## src/rtl/phy_rx_link_ctrl.sv

```systemverilog
// Two-lane PHY receive link controller: trains on comma runs, forwards data byte
// pairs while the link is up, and falls back to resync on lane timeout or skew.
module phy_rx_link_ctrl #(
    parameter logic [7:0] COMMA        = 8'hBC,
    parameter int         SYNC_COUNT   = 4,
    parameter int         TIMEOUT      = 8,
    parameter int         MISALIGN_MAX = 2
) (
    input  logic       clk,
    input  logic       reset,
    input  logic       enable,
    input  logic [7:0] data_in_lane0,
    input  logic       valid_in_lane0,
    input  logic [7:0] data_in_lane1,
    input  logic       valid_in_lane1,
    output logic [7:0] data_out_lane0,
    output logic [7:0] data_out_lane1,
    output logic       valid_out,
    output logic       link_up,
    output logic [1:0] lane_lock,
    output logic [1:0] state,
    output logic [7:0] err_count
);

    localparam int SW = $clog2(SYNC_COUNT + 1);
    localparam int TW = $clog2(TIMEOUT + 1);
    localparam int MW = $clog2(MISALIGN_MAX + 1);
    localparam logic [SW-1:0] SYNC_MAX = SW'(SYNC_COUNT);
    localparam logic [TW-1:0] TO_MAX   = TW'(TIMEOUT);
    localparam logic [MW-1:0] MIS_MAX  = MW'(MISALIGN_MAX);

    typedef enum logic [1:0] {
        IDLE   = 2'b00,
        SYNC   = 2'b01,
        ACTIVE = 2'b10
    } state_t;

    state_t state_q, state_d;
    logic   drop;

    logic [1:0]          strobe, comma;
    logic [1:0][SW-1:0]  sync_cnt, sync_nxt;
    logic [1:0][TW-1:0]  to_cnt, to_nxt;
    logic [MW-1:0]       mis_cnt, mis_nxt;
    logic                data_pair, aligned, misaligned, timeout_hit, mis_hit;

    assign strobe = {valid_in_lane1, valid_in_lane0};
    assign comma  = {data_in_lane1 == COMMA, data_in_lane0 == COMMA};
    assign state  = state_q;

    always_comb begin
        data_pair  = (&strobe) && (comma == 2'b00);
        aligned    = (&strobe) && (comma == 2'b00 || comma == 2'b11);
        misaligned = (|strobe) && !aligned;
        for (int n = 0; n < 2; n++) begin
            sync_nxt[n] = sync_cnt[n];
            if (strobe[n]) begin
                if (!comma[n])
                    sync_nxt[n] = '0;
                else if (sync_cnt[n] != SYNC_MAX)
                    sync_nxt[n] = sync_cnt[n] + 1'b1;
            end
            to_nxt[n] = to_cnt[n];
            if (strobe[n])
                to_nxt[n] = '0;
            else if (to_cnt[n] != TO_MAX)
                to_nxt[n] = to_cnt[n] + 1'b1;
        end
        mis_nxt = mis_cnt;
        if (misaligned)
            mis_nxt = mis_cnt + 1'b1;
        else if (aligned)
            mis_nxt = '0;
        // Timeout acts on the registered count (one cycle late); skew acts on the new count.
        timeout_hit = (to_cnt[0] == TO_MAX) || (to_cnt[1] == TO_MAX);
        mis_hit     = (mis_nxt >= MIS_MAX);
    end

    always_comb begin
        state_d = state_q;
        drop    = 1'b0;
        case (state_q)
            IDLE:    if (enable) state_d = SYNC;
            SYNC: begin
                if (!enable)                 state_d = IDLE;
                else if (lane_lock == 2'b11) state_d = ACTIVE;
            end
            ACTIVE: begin
                if (!enable) begin
                    state_d = IDLE;
                end else if (timeout_hit || mis_hit) begin
                    state_d = SYNC;
                    drop    = 1'b1;
                end
            end
            default: state_d = IDLE;
        endcase
    end

    always_ff @(posedge clk) begin
        if (reset) state_q <= IDLE;
        else       state_q <= state_d;
    end

    always_ff @(posedge clk) begin
        if (reset) begin
            sync_cnt       <= '0;
            to_cnt         <= '0;
            mis_cnt        <= '0;
            lane_lock      <= 2'b00;
            link_up        <= 1'b0;
            valid_out      <= 1'b0;
            data_out_lane0 <= 8'h00;
            data_out_lane1 <= 8'h00;
            err_count      <= 8'h00;
        end else begin
            valid_out <= 1'b0;
            link_up   <= (state_d == ACTIVE);
            if (state_q == ACTIVE && state_d == ACTIVE) begin
                to_cnt  <= to_nxt;
                mis_cnt <= mis_nxt;
                if (data_pair) begin
                    data_out_lane0 <= data_in_lane0;
                    data_out_lane1 <= data_in_lane1;
                    valid_out      <= 1'b1;
                end
            end else if (state_q == SYNC && state_d != IDLE) begin
                sync_cnt <= sync_nxt;
                to_cnt   <= '0;
                mis_cnt  <= '0;
                for (int n = 0; n < 2; n++)
                    lane_lock[n] <= lane_lock[n] | (sync_nxt[n] == SYNC_MAX);
            end else begin
                // Entering SYNC, dropping out of ACTIVE, or idling: start training afresh.
                sync_cnt  <= '0;
                to_cnt    <= '0;
                mis_cnt   <= '0;
                lane_lock <= 2'b00;
            end
            if (drop && err_count != 8'hFF)
                err_count <= err_count + 8'd1;
        end
    end

endmodule
```

## config.mk

```make
export PLATFORM = sky130hd
export DESIGN_NAME = phy_rx_link_ctrl
export DESIGN_NICKNAME = d
export VERILOG_FILES = /design/src/rtl/phy_rx_link_ctrl.sv
export SDC_FILE = /design/constraint.sdc
export NUM_CORES = 1
export LEC_CHECK = 0
export ABC_AREA = 1
export CAP_MARGIN = 20
export CORE_UTILIZATION = 45
export DETAILED_ROUTE_END_ITERATION = 6
export GPL_ROUTABILITY_DRIVEN = 0
export PLACE_DENSITY = 0.84
export SETUP_SLACK_MARGIN = 0.15
export SKIP_LAST_GASP = 1
export SYNTH_ARGS = -nofsm -noshare
export SYNTH_HDL_FRONTEND = slang
export SYNTH_SLANG_ARGS = --single-unit
export TNS_END_PERCENT = 50
```

## constraint.sdc

```tcl
create_clock -name clk -period 2 [get_ports clk]
set_input_delay 0.4 -clock clk [delete_from_list [all_inputs] [get_ports clk]]
set_output_delay 0.4 -clock clk [all_outputs]
set_load 0.01 [all_outputs]
```

# Yosys cells after proc, flatten, opt, wreduce, memory -nomap -nowiden
# Index checks and enable logic that the tools add are counted.
[totals] reg_bits=46 out_inout_bits=30 wordCells=77
[op_classes] addsub=6 n_lt_le_gt_ge=1 n_eq_ne=16 muxes=20 bitwise=3 n_reduce_logical=19
[op_table] cell="two-way mux 3 bit" n=6
[op_table] cell="== test 8 bit, second input constant" n=2
[op_table] cell="two-way mux 2 bit" n=8
[op_table] cell="adder 4 x 1 -> 4 bit, second input constant" n=2
[op_table] cell="adder 8 x 1 -> 8 bit, second input constant" n=1
[op_table] cell="== test 2 bit, second input constant" n=4
[op_table] cell="== test 4 bit, second input constant" n=2
[op_table] cell="inequality test 4 bit, second input constant" n=2
[op_table] cell="inequality test 8 bit, second input constant" n=1
[op_table] cell="adder 3 x 1 -> 3 bit, second input constant" n=2
[op_table] cell="== test 3 bit, second input constant" n=2
[op_table] cell="logical AND 1 bit" n=6
[op_table] cell="two-way mux 6 bit" n=1
[op_table] cell="inequality test 3 bit, second input constant" n=2
[op_table] cell="case mux 2 bit (3 select lines)" n=1
[op_table] cell="OR reduction 3 bit" n=2
[op_table] cell="zero test 2 bit" n=2
[op_table] cell="two-way mux 1 bit" n=4
[op_table] cell="AND reduction 2 bit" n=2
[op_table] cell="OR reduction 2 bit" n=2
[op_table] cell="logical OR 1 bit" n=3
[op_table] cell="adder 2 x 1 -> 2 bit, second input constant" n=1
[op_table] cell="== test 2 x 1 -> 1 bit, second input constant" n=1
[op_table] cell="greater-or-equal comparator 2 bit, second input constant" n=1
[op_table] cell="4 further kinds" n=5

# Depth between registers and ports, before layout
# Gate-level depths: netlist (run 1).
[depth] ltp_word=16 mapped_depth=14

# Worst setup path after synthesis (run 1)
# OpenSTA, ideal clock, no wires.
[synth_timing] kind="input port to flip-flop" start="in data_in_lane0[1]" end="reg data_out_lane1[0]" t_arrival_ps=1800 required_time_ps=1887 path_slack_ps=87 path_stages=14 n_path_buf=1 cell_sequence="inv_1 > nand2_1 > nor2_1 > nand2_1 > ha_1 > inv_1 > nand3_1 > nand3_1 > nand4_4 > nor2_4 > buf_4 > nand2_1 > nand2_1 > nor2_1"
[synth_via] elab_chain_cells=15 elab_cells_between_ends=18
[synth_rtl] item="from (decl)" line_no="12" source="input logic [7:0] data_in_lane0,"
[synth_rtl] item="== test 8 bit *" line_no="48" source="assign comma = {data_in_lane1 == COMMA, data_in_lane0 == COMMA};"
[synth_rtl] item="== test 2 bit / zero test 2 bit (equally long branches)" line_no="53, 52"
[synth_rtl] item="logical OR 1 bit" line_no="53" source="aligned = (&strobe) && (comma == 2'b00 || comma == 2'b11);"
[synth_rtl] item="logical AND 1 bit" line_no="53"
[synth_rtl] item="zero test 1 bit" line_no="54" source="misaligned = (|strobe) && !aligned;"
[synth_rtl] item="logical AND 1 bit" line_no="54"
[synth_rtl] item="two-way mux 2 bit" line_no="70" source="if (misaligned)"
[synth_rtl] item="greater-or-equal comparator 2 bit" line_no="76" source="mis_hit = (mis_nxt >= MIS_MAX);"
[synth_rtl] item="logical OR 1 bit" line_no="91" source="end else if (timeout_hit || mis_hit) begin"
[synth_rtl] item="two-way mux 2 bit" line_no="91"
[synth_rtl] item="two-way mux 2 bit" line_no="89" source="if (!enable) begin"
[synth_rtl] item="case mux 2 bit (3 select lines)" line_no="82" source="case (state_q)"
[synth_rtl] item="== test 2 bit" line_no="119" source="if (state_q == ACTIVE && state_d == ACTIVE) begin"
[synth_rtl] item="logical AND 1 bit" line_no="119"
[synth_rtl] item="AND reduction 2 bit (no line) *"
[synth_rtl] item="to (signal assigned)" line_no="124" source="data_out_lane1 <= data_in_lane1;"
[synth_rtl] item="to (decl)" line_no="17" source="output logic [7:0] data_out_lane1,"
# Every way passes the cells marked *; elsewhere a longest branch is shown, timed or not.
# A chain may end at the register's enable or synchronous reset.

# Worst setup path after layout (run 1)
[layout_timing] start="in valid_in_lane0" end="reg data_out_lane1[0]"
[layout_via] elab_chain_cells=13 elab_cells_between_ends=16
[layout_rtl] item="from (decl)" line_no="13" source="input logic valid_in_lane0,"
[layout_rtl] item="AND reduction 2 bit" line_no="52, 53"
[layout_rtl] item="logical AND 1 bit" line_no="53"
[layout_rtl] item="zero test 1 bit" line_no="54"
[layout_rtl] item="logical AND 1 bit" line_no="54"
[layout_rtl] item="two-way mux 2 bit" line_no="70"
[layout_rtl] item="greater-or-equal comparator 2 bit" line_no="76"
[layout_rtl] item="logical OR 1 bit" line_no="91"
[layout_rtl] item="two-way mux 2 bit" line_no="91"
[layout_rtl] item="two-way mux 2 bit" line_no="89"
[layout_rtl] item="case mux 2 bit (3 select lines)" line_no="82"
[layout_rtl] item="== test 2 bit" line_no="119"
[layout_rtl] item="logical AND 1 bit" line_no="119"
[layout_rtl] item="AND reduction 2 bit (no line) *"
# Marks and branches as above.

==> impl_metrics.yaml, run 1 <==
power_and_ir_drop:
  switchingPower_uw: 411.2
  p_leak_uw: 0.001619
  peakVddDrop_mv: 0.3531
  p_int_uw: 1270
  power_density_mw_per_mm2: 465.8
  pwr-share-seq_pct: 54.8
  sw_frac_of_total_pct: 24.46
  p_clk_share_pct: 32.1
  finalPower_uw: 1681
  p_comb_share_pct: 13.1
grt:
  top_usage_layer: "met2"
  use_met2_pct: 49.39
  grtUsageMet3_pct: 6.640
  grt_pass1_wl_mm: 11.74
  antenna_found_initial: 0
  grt-ovfl-total: 0
  first_global_vias: 2651
  met1_usage_pct: 32.05
  track_usage_pct: 28.12
  grt_max_degree: 20
critical_path:
  end_kind: "flip-flop"
  required_ps: 2190
  crit_top_cell: "nor2_1"
  crit_chain: "clkdlybuf4s50_1 > inv_2 > nand2_2 > nand3_4 > nand4_4 > nor2_4 > buf_4 > buf_16 > nor2_1 > nor2_1"
  cpMaxStageDelayCell: "clkdlybuf4s50_1"
  crit_fanout: 16
  crit_type: "in -> reg"
  cp-start-kind: "input pin"
  cpPeakStageDelay_ps: 630
  crit_arrival_ps: 2070
placed_design:
  dp.cells: 483
  io_buffer_count: 50
  dp_hpwl_mm: 4.011
clock_tree:
  clkLatencyLatePin_ps: 300
  tritoncts: "done"
  numCtsBuffers: 5
  clock_path_buffers: 2
  cts.htree.levels: 2
  cts_sinks: 46
  ctsHoldBuffers: 0
  clock-root-buffer: "clkbuf_8"
  clk_pin_slew_ps: 80
synthesis:
  synthArstFlopShare_pct: 0
  ys_ff_latch: 46
  yosys.area_share.simple_pct: 35.86
  syn_area_per_cell_um2: 6.699
  synth_top_family_by_area: "simple AND/OR/NAND/NOR gates"
  postSynthCellCount: 350
  synth-adder-area-share_pct: 5.336
  dominantRegCellSynth: "dfxtp_1"
  synth_top_area_share_pct: 39.27
  synth_area_mm2: 0.002345
  synth.area.mux_share_pct: 0
  synth.area.top_cells: "dfxtp_1, nand2_1, inv_1"
  yosysSeqAreaShare_pct: 39.27
  yosys_warnings: 0
  synthXorXnorAreaFrac_pct: 1.494
  yosysUniqueCellTypes: 23
  syn-num-nets: 381
  synth_edf_count: 0
  synth_compound_area_share_pct: 7.684
  yosysTopAreaCell: "dfxtp_1"
timing:
  fmax_mhz: 533.3
  finalSetupViolations: 0
  hold_viol: 0
  finalSetupTns_ps: 0
  rsz0062_at_grt: "true"
  finalCritPeriodShare_pct: 93.76
  maxSlewViolCount: 0
  fin_crit_ps: 1875
  hold_ws_ps: 392.0
  finClkSkew_ps: 7.006
routing:
  dr.first_iter.drc_count: 209
  post_drt_wl_per_cell_um: 14.73
  finalWirelength_mm: 7.821
  drc: 0
  via_per_inst: 5.311
  ant_nets: 0
  vias: 2820
  first_pass_iters: 5
die:
  initial_utilization_pct: 48.05
  die_area_mm2: 0.005503
  die_h_um: 74.19
  ios: 51
  die_x_um: 74.19
  row_count: 25
  core-area_mm2: 0.004880
run:
  maxCapViolCount: 0
layout:
  instances_no_fill: 531
  nets: 495
  syn_to_final_growth_pct: 53.90
  diodes: 0
  drive_gt1_share_pct: 28.02
run_status:
  status: "complete, no violations"
hold_path:
  hold_class: "in -> reg"
## cell usage after synthesis (2+ instances only)
library cell and number:
nor2_1 50, or2_2 2, nand2_1 101, buf_4 3, a21oi_1 27, dfxtp_1 46, inv_1 51, buf_2 2
xor2_1 4, o21ai_0 9, clkbuf_1 2, nand4_1 11, ha_1 10, nand3_1 21, nand3b_1 3
## repair_timing
item / CTS / global route
resized for setup: 44 / 58
buffers inserted: 37 / 2
pin swaps: 13 / 17
cloned: 2 / 0
setup endpoints to repair: 45 / 45
## worst max-delay path: cells and delay by family
kind	cells	cell delay (ps)
buffers and inverters	4	1060
and+or+nand+nor	6	600
## routing by layer
| layer | up-vias | share of wire (%) |
|---|---|---|
| met4 | 0 | 4.7 |
| met5 | - | 0 |
| met3 | 41 | 7.1 |
| met2 | 140 | 50 |
| li1 | 1317 | - |
| met1 | 1322 | 38 |
## placed cells by master (no fill, tap or decap), types with 9 or more instances in the layout
cell,Yosys,routed
inv_1,51,43
nand2_1,101,93
nor2_1,50,41
buf_4,3,56
dfxtp_1,46,43
nand4_1,11,11
clkbuf_2,0,13
clkdlybuf4s50_1,0,34
nand3_1,21,17
a21oi_1,27,24
ha_1,10,9
## state kept, by name, summed over array words and instances, names as in the netlist
signal	cells
mis_cnt	2
data_out_lane1	8
data_out_lane0	8
state	2
link_up	1
to_cnt	8
valid_out	1
lane_lock	2
sync_cnt	6
err_count	8
## power by group through the flow
stage / Clock [µW] / Combinational, µW / Sequential (µW)
2_1_floorplan: 0 / 65.7 / 942
3_3_place_gp: 0 / 150 / 942
3_5_place_dp: 0 / 153 / 942
4_1_cts: 544 / 194 / 920
5_1_grt: 581 / 236 / 922
6_report: 539 / 221 / 921
## cell families (layout without fill, tap and decap cells)
| group | Yosys count | in the layout |
|---|---|---|
| AO/OA/AOI/OAI | 36 | 36 |
| XOR/XNOR | 4 | 4 |
| adder cells (fa/ha/maj) | 10 | 10 |
| buffers and inverters | 60 | 174 |
| flip-flops | 46 | 46 |
| other | 1 | 1 |
| AND/OR/NAND/NOR | 193 | 193 |
## per-stage QoR
stage	util (%)	setup slack (ps)	cell area (µm²)
final	73.95	124.8	3608
after global routing	73.95	68.05	3608
after CTS	72.95	159.4	3560
after detailed placement	63.77	-545.6	3112
after global placement	63.77	-455.9	3112
after floorplan	-	148.4	2390
## final timing paths
kind                            cells past startpoint                             end                   start  slack, ps
worst max-delay path                               10  data_out_lane1[0]$_SDFFE_PP0P_          valid_in_lane0        120
worst min-delay path                                5  data_out_lane0[4]$_SDFFE_PP0P_        data_in_lane0[4]        390
worst max register to register                     12  data_out_lane1[0]$_SDFFE_PP0P_  to_cnt[5]$_SDFFE_PP0N_        200
worst min register to register                      2          to_cnt[0]$_SDFFE_PP0P_  to_cnt[0]$_SDFFE_PP0P_        490
## area by class of cell
type	instances	area, µm²
Tap cell	67	83.83
Multi-Input combinational cell	244	1313
Timing Repair Buffer	114	984.7
Inverter	53	226.5
Clock buffer	7	76.32
Sequential cell	46	924.6
Fill cell	339	1271
Note: power is estimated with default switching activity, not from simulation.
==> run 2: changes to the inputs <==
--- a/config.mk
+++ b/config.mk
@@ -8,10 +8,12 @@
 export ABC_AREA = 1
 export CAP_MARGIN = 20
 export CORE_UTILIZATION = 45
+export CTS_CLUSTER_SIZE = 8
 export DETAILED_ROUTE_END_ITERATION = 6
 export GPL_ROUTABILITY_DRIVEN = 0
 export PLACE_DENSITY = 0.84
 export SETUP_SLACK_MARGIN = 0.15
+export SKIP_CTS_REPAIR_TIMING = 1
 export SKIP_LAST_GASP = 1
 export SYNTH_ARGS = -nofsm -noshare
 export SYNTH_HDL_FRONTEND = slang
==> impl_metrics.yaml, run 2 (same netlist as run 1, synthesis figures left out) <==
clock_tree:
  clock-root-buffer: "clkbuf_8"
  clock_path_buffers: 2
  clkLatencyLatePin_ps: 300
  numCtsBuffers: 5
  cts.htree.levels: 2
  clk_pin_slew_ps: 80
  cts_sinks: 46
  tritoncts: "done"
grt:
  track_usage_pct: 21.20
  grt_pass1_wl_mm: 8.928
  grt-ovfl-total: 0
  antenna_found_initial: 0
  first_global_vias: 2163
  grt_max_degree: 33
timing:
  setup_slack_ps: 121.9
  maxSlewViolCount: 0
  fin_crit_ps: 1878
  finalSetupTns_ps: 0
  finalCritPeriodShare_pct: 93.91
  fmax_mhz: 532.4
  finClkSkew_ps: 4.876
  finalSetupViolations: 0
  rsz0062_at_grt: "true"
  hold_viol: 0
die:
  die_h_um: 74.19
  die_area_mm2: 0.005503
  core-area_mm2: 0.004880
  ios: 51
  die_x_um: 74.19
  initial_utilization_pct: 48.05
  row_count: 25
hold_path:
  hold_start: "data_in_lane0[3]"
  hold_class: "in -> reg"
routing:
  finalWirelength_mm: 5.933
  route.met3.wl_um: 309
  top_layer: "met4"
  post_drt_wl_per_cell_um: 11.91
  route.met2.wl_mm: 3.007
  via_per_inst: 4.853
  drc: 0
  ant_nets: 0
  first_pass_iters: 4
  vias: 2417
  wl_met1_mm: 2.498
  dr.first_iter.drc_count: 131
layout:
  mostFrequentLayoutCells: "nand2_1, inv_1, nor2_1, dfxtp_1, clkdlybuf4s50_1"
  final_common_cell: "nand2_1"
  drive_gt1_share_pct: 14.62
  multi_input_area_mm2: 0.001225
  nets: 462
  fillers: 390
  syn_to_final_growth_pct: 42.53
  seq_area_um2: 923.4
  diodes: 0
critical_path:
  crit_family: "simple AND/OR/NAND/NOR gates"
  crit_chain: "dlymetal6s2s_1 > inv_1 > nand2_1 > nor2_2 > nand2_2 > ha_4 > inv_2 > nand3_2 > nand3_2 > nand4_4 > nor2_4 > clkbuf_16 > nand2_1 > nand2_1 > nor2_1"
  end_kind: "flip-flop"
  cp-start-kind: "input pin"
  crit_fanout: 8
  required_ps: 2200
  rr_startpoint: "to_cnt[5]$_SDFFE_PP0N_"
  cpPeakStageDelay_ps: 250
  cp.buffers_inverters: 4
  cpMaxStageDelayCell: "ha_4"
  crit_type: "in -> reg"
  crit_start: "data_in_lane0[6]"
  crit_top_cell: "nand2_1"
  crit_arrival_ps: 2080
placed_design:
  dp_hpwl_mm: 4.011
  place_ws_ps: -545.6
  io_buffer_count: 50
power_and_ir_drop:
  power_density_mw_per_mm2: 482.7
  p_leak_uw: 0.001560
  peakVddDrop_mv: 0.3622
run_status:
  status: "complete, no violations"
run:
  maxCapViolCount: 0
[run 2: changes by cell type in the layout (fill, tap and decap cells not counted), sizes merged]
cell / delta
dlymetal6s2s: +14
clkbuf: -9
buf: -38
[run 2: worst min-delay path, cell delays in order]
cell and delay [ps]:
dlymetal6s2s_1 140, inv_1 50, nand2_1 40, nand2_1 50, nor2_1 30
[run 2: where the power goes]
part	internal, µW	switching [µW]
logic	77.3	79.7
registers	917	2.84
clock network	241	295
[run 2: final cells by class]
type | instances | share of cell area, %
Multi-Input combinational cell | 244 | 36.65
Sequential cell | 46 | 27.63
Timing Repair Buffer | 81 | 24.22
Inverter | 53 | 6.702
Tap cell | 67 | 2.508
Clock buffer | 7 | 2.284
[run 2: through the flow]
stage	area, µm²	hold WS, ps	total power (µW)	instances	utilization (%)
finish	3342	451.2	1613	498	68.49
global route	3342	467.1	1672	498	68.49
floorplan	2390	452.7	1008	350	-
global placement	3112	463.1	1093	483	63.77
CTS	3188	481.6	1619	490	65.33
detailed placement	3112	470.0	1096	483	63.77
[run 2: metal layers]
metal  vias to the layer above  track usage [%]
li1                       1255                -
met1                      1081            23.34
met2                        67            38.69
met3                        14            5.691
met4                         0            8.120
met5                         -                0
[run 2: final timing paths]
path                                    end  slack [ps]  depth (start not counted)
max          data_out_lane0[7]$_SDFFE_PP0P_         120                         15
min          data_out_lane0[3]$_SDFFE_PP0P_         450                          5
max reg2reg  data_out_lane0[7]$_SDFFE_PP0P_         260                         11
min reg2reg       lane_lock[1]$_SDFFE_PP0N_         480                          2
==> run 3: changes to the inputs <==
--- a/config.mk
+++ b/config.mk
@@ -6,12 +6,13 @@
 export NUM_CORES = 1
 export LEC_CHECK = 0
 export ABC_AREA = 1
-export CAP_MARGIN = 20
+export CAP_MARGIN = 40
+export CORE_ASPECT_RATIO = 1.5
 export CORE_UTILIZATION = 45
 export CTS_CLUSTER_SIZE = 8
 export DETAILED_ROUTE_END_ITERATION = 6
 export GPL_ROUTABILITY_DRIVEN = 0
-export PLACE_DENSITY = 0.84
+export PLACE_DENSITY = 0.74
 export SETUP_SLACK_MARGIN = 0.15
 export SKIP_CTS_REPAIR_TIMING = 1
 export SKIP_LAST_GASP = 1
==> impl_metrics.yaml, run 3 (same netlist as run 1, synthesis figures left out) <==
timing:
  finalCritPeriodShare_pct: 93.99
  fin_crit_ps: 1880
  finalSetupTns_ps: 0
  fmax_mhz: 532.0
  finalSetupViolations: 0
  hold_ws_ps: 391.5
  rsz0062_at_grt: "true"
  finClkSkew_ps: 7.925
  hold_viol: 0
  maxSlewViolCount: 0
layout:
  utilization_pct: 70.05
  final_common_cell: "nand2_1"
  syn_to_final_growth_pct: 47.17
  fillers: 408
  drive_gt1_share_pct: 21.25
  nets: 463
  diodes: 0
  mostFrequentLayoutCells: "nand2_1, nor2_1, inv_1, dfxtp_1, clkdlybuf4s50_1"
  multi_input_area_mm2: 0.001323
  seq_area_um2: 925.9
  fin_area_mm2: 0.003451
power_and_ir_drop:
  pwr-share-seq_pct: 55.3
  switchingPower_uw: 392.3
  p_int_uw: 1273
  power_density_mw_per_mm2: 482.7
  p_leak_uw: 0.001597
  p_comb_share_pct: 9.8
  finalPower_uw: 1666
  peakVddDrop_mv: 0.3001
  sw_frac_of_total_pct: 23.55
  p_clk_share_pct: 34.9
die:
  ios: 51
  die_h_um: 90.41
  die_x_um: 60.94
  die_area_mm2: 0.005509
  row_count: 31
  initial_utilization_pct: 47.60
  core-area_mm2: 0.004926
routing:
  via_per_inst: 4.826
  drc: 0
  post_drt_wl_per_cell_um: 11.69
  finalWirelength_mm: 5.831
  ant_nets: 0
  first_pass_iters: 4
  vias: 2408
  dr.first_iter.drc_count: 94
clock_tree:
  clkLatencyLatePin_ps: 300
  numCtsBuffers: 5
  tritoncts: "done"
  clk_pin_slew_ps: 80
  cts_sinks: 46
  clock_path_buffers: 2
  cts.htree.levels: 2
  clock-root-buffer: "clkbuf_8"
hold_path:
  hold_class: "in -> reg"
critical_path:
  crit_fanout: 8
  end_kind: "flip-flop"
  crit_type: "in -> reg"
  crit_arrival_ps: 2080
  required_ps: 2200
  cp-start-kind: "input pin"
grt:
  grt-ovfl-total: 0
  track_usage_pct: 21.21
  first_global_vias: 2258
  antenna_found_initial: 0
  grt_max_degree: 33
  grt_pass1_wl_mm: 9.039
placed_design:
  dp_hpwl_mm: 4.024
  io_buffer_count: 50
  place_area_mm2: 0.003088
run:
  maxCapViolCount: 0
run_status:
  status: "complete, no violations"
run 3: cell count changes in the layout (fill, tap and decap cells not counted), moves of 3 or more:
cell            delta
nand2_4            +6
nor2_4             +3
dlymetal6s2s_1     -5
nand2_2            +8
buf_6              +4
inv_1              -3
nand2_1           -14
run 3: power groups by stage:
| stage | sequential, µW | clock [µW] | combinational [µW] |
|---|---|---|---|
| floorplan | 942 | 0 | 65.7 |
| global placement | 942 | 0 | 146 |
| detailed placement | 942 | 0 | 146 |
| CTS | 921 | 600 | 147 |
| global route | 921 | 645 | 178 |
| finish | 920 | 582 | 163 |
run 3: metal layers:
metal	share of wire, %	wire, µm	track usage, %
met1	38	2241	21.38
met2	54	3132	39.56
met3	4.9	286	5.158
met5	0	0	0
met4	2.9	170	7.765
run 3: final timing paths:
path | slack (ps) | cells after the start | start | end
worst max-delay path | 120 | 15 | data_in_lane1[1] | data_out_lane1[1]$_SDFFE_PP0P_
worst max register to register | 220 | 11 | to_cnt[0]$_SDFFE_PP0P_ | data_out_lane1[1]$_SDFFE_PP0P_
worst min register to register | 470 | 2 | lane_lock[0]$_SDFFE_PP0N_ | lane_lock[0]$_SDFFE_PP0N_
worst min-delay path | 390 | 5 | data_in_lane1[4] | data_out_lane1[4]$_SDFFE_PP0P_
run 3: cell type report:
class / instances / share of cell area, %
Tap cell: 66 / 2.393
Clock inverter: 1 / 0.1450
Inverter: 53 / 6.635
Clock buffer: 7 / 2.502
Multi-Input combinational cell: 244 / 38.32
Sequential cell: 46 / 26.83
Timing Repair Buffer: 82 / 23.17
run 3: critical path: stages:
cell and delay, ps:
clkbuf_2 120, inv_6 70, nand2_2 40, nor2_1 90, nand2_1 120, ha_4 230, inv_2 60, nand3_4 70
nand3_4 80, nand4_4 140, nor2_4 240, clkbuf_16 230, nand2_4 40, nand2_1 80, nor2_1 60
run 3: stage by stage:
step | setup WS [ps] | cells
floorplan | 148.4 | 350
global placement | -476.3 | 479
detailed placement | -547.7 | 479
CTS | -232.4 | 487
global route | 46.28 | 499
finish | 120.2 | 499
